**config.mk**
```make
export PLATFORM = sky130hd
export DESIGN_NAME = mcpu_ram_arbiter
export DESIGN_NICKNAME = d
export VERILOG_FILES = /design/src/rtl/mcpu_ram_arbiter.sv
export SDC_FILE = /design/constraint.sdc
export NUM_CORES = 1
export LEC_CHECK = 0
export BUFFER_PORTS_ARGS = -buffer_cell sky130_fd_sc_hd__buf_2
export CORE_MARGIN = 3
export CORE_UTILIZATION = 26
export DETAILED_ROUTE_END_ITERATION = 16
export GPL_TIMING_DRIVEN = 1
export PLACE_DENSITY = 0.62
export RECOVER_POWER = 50
export SLEW_MARGIN = 20
export SYNTH_ARGS = -nofsm -noshare
export SYNTH_HDL_FRONTEND = slang
export SYNTH_SLANG_ARGS = --single-unit
```
**constraint.sdc**
```tcl
create_clock -name clk -period 1.5 [get_ports clk]
set_input_delay 0.3 -clock clk [delete_from_list [all_inputs] [get_ports clk]]
set_output_delay 0.3 -clock clk [all_outputs]
set_load 0.005 [all_outputs]
```
**src/rtl/mcpu_ram_arbiter.sv**
```systemverilog
// Round-robin arbiter sharing the MCPU RAM data port between the load/store unit
// (port 0) and the loader/debug DMA (port 1); one single-cycle RAM access per grant.
module mcpu_ram_arbiter #(
    parameter int WORD_SIZE  = 8,
    parameter int ADDR_WIDTH = 8
) (
    input  logic                  clk,
    input  logic                  reset,
    input  logic                  req0,
    input  logic                  we0,
    input  logic [ADDR_WIDTH-1:0] addr0,
    input  logic [WORD_SIZE-1:0]  wdata0,
    output logic                  gnt0,
    output logic                  done0,
    output logic [WORD_SIZE-1:0]  rdata0,
    input  logic                  req1,
    input  logic                  we1,
    input  logic [ADDR_WIDTH-1:0] addr1,
    input  logic [WORD_SIZE-1:0]  wdata1,
    output logic                  gnt1,
    output logic                  done1,
    output logic [WORD_SIZE-1:0]  rdata1,
    output logic                  ram_we,
    output logic                  ram_re,
    output logic [ADDR_WIDTH-1:0] ram_addr,
    output logic [WORD_SIZE-1:0]  ram_datawr,
    input  logic [WORD_SIZE-1:0]  ram_datard,
    output logic                  busy
);

    typedef enum logic [0:0] {
        IDLE   = 1'b0,
        ACCESS = 1'b1
    } state_t;

    state_t                  state_r;
    state_t                  state_nxt_s;
    logic                    last_r;
    logic                    port_r;
    logic                    lat_we_r;
    logic [ADDR_WIDTH-1:0]   lat_addr_r;
    logic [WORD_SIZE-1:0]    lat_wdata_r;
    logic                    gnt0_r;
    logic                    gnt1_r;
    logic                    done0_r;
    logic                    done1_r;
    logic [WORD_SIZE-1:0]    rdata0_r;
    logic [WORD_SIZE-1:0]    rdata1_r;
    logic                    elig0_s;
    logic                    elig1_s;
    logic                    grant_s;
    logic                    pick1_s;

    // Eligibility and round-robin pick; a req coinciding with its own done is stale.
    always_comb begin
        elig0_s = req0 & ~done0_r;
        elig1_s = req1 & ~done1_r;
        grant_s = elig0_s | elig1_s;
        pick1_s = elig1_s & (~elig0_s | ~last_r);
    end

    // Next-state logic: every grant is followed by exactly one ACCESS cycle.
    always_comb begin
        state_nxt_s = IDLE;
        case (state_r)
            IDLE: begin
                if (grant_s) begin
                    state_nxt_s = ACCESS;
                end else begin
                    state_nxt_s = IDLE;
                end
            end
            ACCESS:  state_nxt_s = IDLE;
            default: state_nxt_s = IDLE;
        endcase
    end

    // RAM port drive; reset gates the strobes so an aborted access never writes.
    always_comb begin
        ram_we     = 1'b0;
        ram_re     = 1'b0;
        ram_addr   = '0;
        ram_datawr = '0;
        if ((state_r == ACCESS) && !reset) begin
            ram_we     = lat_we_r;
            ram_re     = ~lat_we_r;
            ram_addr   = lat_addr_r;
            ram_datawr = lat_wdata_r;
        end else begin
            ram_we     = 1'b0;
            ram_re     = 1'b0;
            ram_addr   = '0;
            ram_datawr = '0;
        end
    end

    // State, request latch, grant/done flags and captured read data.
    always_ff @(posedge clk) begin
        if (reset) begin
            state_r     <= IDLE;
            last_r      <= 1'b1;
            port_r      <= 1'b0;
            lat_we_r    <= 1'b0;
            lat_addr_r  <= '0;
            lat_wdata_r <= '0;
            gnt0_r      <= 1'b0;
            gnt1_r      <= 1'b0;
            done0_r     <= 1'b0;
            done1_r     <= 1'b0;
            rdata0_r    <= '0;
            rdata1_r    <= '0;
        end else begin
            state_r <= state_nxt_s;
            done0_r <= 1'b0;
            done1_r <= 1'b0;
            case (state_r)
                IDLE: begin
                    if (grant_s) begin
                        port_r      <= pick1_s;
                        lat_we_r    <= pick1_s ? we1 : we0;
                        lat_addr_r  <= pick1_s ? addr1 : addr0;
                        lat_wdata_r <= pick1_s ? wdata1 : wdata0;
                        gnt0_r      <= ~pick1_s;
                        gnt1_r      <= pick1_s;
                    end
                end
                ACCESS: begin
                    last_r <= port_r;
                    gnt0_r <= 1'b0;
                    gnt1_r <= 1'b0;
                    if (port_r) begin
                        done1_r <= 1'b1;
                        if (!lat_we_r) rdata1_r <= ram_datard;
                    end else begin
                        done0_r <= 1'b1;
                        if (!lat_we_r) rdata0_r <= ram_datard;
                    end
                end
                default: state_r <= IDLE;
            endcase
        end
    end

    assign gnt0   = gnt0_r;
    assign gnt1   = gnt1_r;
    assign done0  = done0_r;
    assign done1  = done1_r;
    assign rdata0 = rdata0_r;
    assign rdata1 = rdata1_r;
    assign busy   = (state_r == ACCESS);

endmodule
```
==> impl_metrics.env <==
export IMPL_outcome="complete, but fails checks"
export IMPL_violations="setup timing"
export IMPL_vias=1671
export IMPL_min_path_type="input port to register"
export IMPL_initial_utilization=0.279
export IMPL_synth_largest_area_cell="dfxtp_1"
export IMPL_grt_pass1_vias=1598
export IMPL_path_max_fanout=8
export IMPL_setup_viol_count_final=13
export IMPL_numCtsBuffers=5
export IMPL_p_leak_nw=1.24
export IMPL_dp_slack_ns=0.155
export IMPL_tightest_slew_ns=0.558
export IMPL_die_y_microns=89.9
export IMPL_syn_inst=195
export IMPL_drt_total_wl_microns=4960
export IMPL_clock_skew_ns=0.0109
export IMPL_clk_pin_slew_ns=0.09
export IMPL_yosysSeqAreaShare=0.437
export IMPL_clock_latency_ns=0.30
export IMPL_fin_ws_ns=-0.00870
export IMPL_area_growth_pct=47.0
export IMPL_antenna_found_initial=0
export IMPL_synth_area_leaders="dfxtp_1 (44%), a311oi_2 (9.8%), mux2i_1 (8.7%), nor2_1 (7.2%), and2_1 (6.8%)"
export IMPL_yosysTopAreaCellShare=0.437
export IMPL_critPathSlowestCell="dfxtp_2"
export IMPL_clockBufferDepth=2
export IMPL_worstPathRequired_ns=1.20
export IMPL_core_sq_um=6570
export IMPL_rsz0062_at_grt="yes"
export IMPL_cts_max_level=2
export IMPL_critical_path_class="register to output pin"
export IMPL_nets=333
export IMPL_drt_initial_drc_count=39
export IMPL_fin_crit_sh=1.01
export IMPL_mostFrequentLayoutCells="buf_2 (57), dfxtp_1 (39), nor2_1 (35)"
export IMPL_vdd_drop_max_uv=357
export IMPL_antennaDiodeCount=0
export IMPL_route_detailed_drc=0
export IMPL_slew_limit_headroom=0.628
export IMPL_track_usage=0.123
export IMPL_die_w_microns=89.9
export IMPL_gp_congestion=0.708
export IMPL_netlist_area_sq_um=1830
export IMPL_slew_violations=0
export IMPL_syn_num_nets=241
export IMPL_cts_tree="done"
export IMPL_layout_drive_gt1_share=0.479
export IMPL_max_cap_violations=0
export IMPL_yosys_cell_types_count=27
export IMPL_portBuffers=84
export IMPL_setup_worst_path_end_class="output pin"
export IMPL_clock_root_buffer="clkbuf_8"
export IMPL_fmax_ghz=0.663
export IMPL_io_pins=85
export IMPL_final_setup_tns_ns=-0.0691
export IMPL_crit_path_start_kind="register"
export IMPL_routedWlPerCell_microns=13.0
export IMPL_yosys_warnings=0
export IMPL_drt_vias_per_instance=4.39
export IMPL_clock_sinks=40
export IMPL_grt_overflow=0
export IMPL_die_area_sq_um=8080
export IMPL_rows=29
export IMPL_hpwlAfterDp_microns=3620
export IMPL_final_common_cell="buf_2"
export IMPL_avgSynthCellArea_sq_um=9.39
export IMPL_grt_max_degree=26
export IMPL_finalHoldViolCount=0
export IMPL_max_stage_delay_ns=0.33
export IMPL_power_density_nw_per_um2=972
export IMPL_grt_first_pass_wirelength_microns=8030
export IMPL_fillers=677
export IMPL_hold_buffers=0
export IMPL_drtAntennaViolNets=0
export IMPL_cp_arrival_ns=1.21
export IMPL_path_cells="and2b_4 > buf_16 > and2_4 > buf_6"
export IMPL_first_pass_iters=4
export IMPL_ys_ff_latch=40
export IMPL_period_minus_slack_ns=1.51
path summary, 6_finish.rpt:
path	start	endpoint	slack, ns	cells after the start
max	busy$_SDFF_PP0_	ram_datawr[5]	-0.009	4
min	ram_datard[1]	rdata1[1]$_SDFFE_PP0P_	0.25	3
max reg2reg	done1$_SDFF_PP0_	lat_addr_r[0]$_SDFFE_PP0P_	0.03	5
min reg2reg	lat_addr_r[4]$_SDFFE_PP0P_	lat_addr_r[4]$_SDFFE_PP0P_	0.50	2
metal layers:
metal / track usage / share of wire / vias to the layer above / wire (microns)
li1: - / - / 839 / -
met1: 0.146 / 0.43 / 787 / 2150
met2: 0.209 / 0.50 / 39 / 2480
met3: 0.0384 / 0.055 / 6 / 274
met4: 0.0421 / 0.014 / 0 / 68
met5: 0 / 0 / - / 0
timing repair:
item                                   4_1_cts  5_1_grt
endpoints found under the hold margin        0        0
pin swaps                                   17        0
cloned                                       2        0
setup endpoints to repair                   17       17
buffers inserted                             2        0
resized for setup                           33        2
logic make-up (layout without fill, tap and decap cells):
group,after synthesis,count (layout),share of synthesized area
flip-flops,40,40,0.437
multiplexers,16,16,0.0875
AO/OA/AOI/OAI,22,22,0.147
AND/OR/NAND/NOR,103,103,0.278
buffers and inverters,14,107,0.0506
area by class of cell:
| type | count | area [sq um] | area share |
|---|---|---|---|
| clock buffer | 5 | 68.8 | 0.0256 |
| clock inverter | 3 | 46.3 | 0.0172 |
| inverter | 1 | 3.75 | 0.00139 |
| multi-input combinational | 141 | 972 | 0.361 |
| sequential | 40 | 802 | 0.298 |
| tap | 93 | 116 | 0.0432 |
| timing repair buffer | 98 | 682 | 0.253 |
critical path: cells and delay by family (launching register included):
kind	cells	cell delay (ns)
buf+inv	2	0.22
flops	1	0.33
simple gates	2	0.36
power by group:
part           leakage, nW  internal [W]  switching (W)
clock               0.0548      0.000501       0.000404
combinational        0.853      0.000264       0.000261
sequential           0.329       0.00114      0.0000423
total                 1.24       0.00191       0.000707
metrics by stage:
stage / instance area (sq um) / cells / hold WS, ns / util / power [W]
after floorplan: 1830 / 195 / 0.444 / - / 0.00152
after global placement: 2400 / 369 / 0.472 / 0.366 / 0.00170
after detailed placement: 2400 / 369 / 0.486 / 0.366 / 0.00171
after CTS: 2720 / 381 / 0.243 / 0.413 / 0.00268
after global routing: 2690 / 381 / 0.262 / 0.410 / 0.00276
final: 2690 / 381 / 0.251 / 0.410 / 0.00262
sequential cells by signal (all words and copies together), names as in the netlist:
| name | flops |
|---|---|
| lat_addr_r | 8 |
| rdata1 | 8 |
| last_r | 1 |
| lat_wdata_r | 8 |
| busy | 1 |
| gnt0 | 1 |
| done0 | 1 |
| lat_we_r | 1 |
| port_r | 1 |
| gnt1 | 1 |
| done1 | 1 |
| rdata0 | 8 |
Yosys cell counts:
library cell / count
nand2b_1: 1
buf_2: 2
nand2_2: 10
nor2_4: 1
nand2b_2: 1
and2b_1: 2
nor2_1: 35
a21oi_4: 1
clkbuf_1: 5
nand2b_4: 1
and2_1: 20
o22a_1: 1
buf_6: 4
buf_4: 2
nand2_1: 26
a211o_1: 1
o21ai_1: 1
or2_1: 1
a311oi_1: 5
nor3_1: 2
dfxtp_1: 40
a31oi_1: 1
mux2i_1: 16
a311oi_2: 12
nor2b_1: 2
nand3b_1: 1
inv_2: 1
Power figures use the tool's default switching activity.
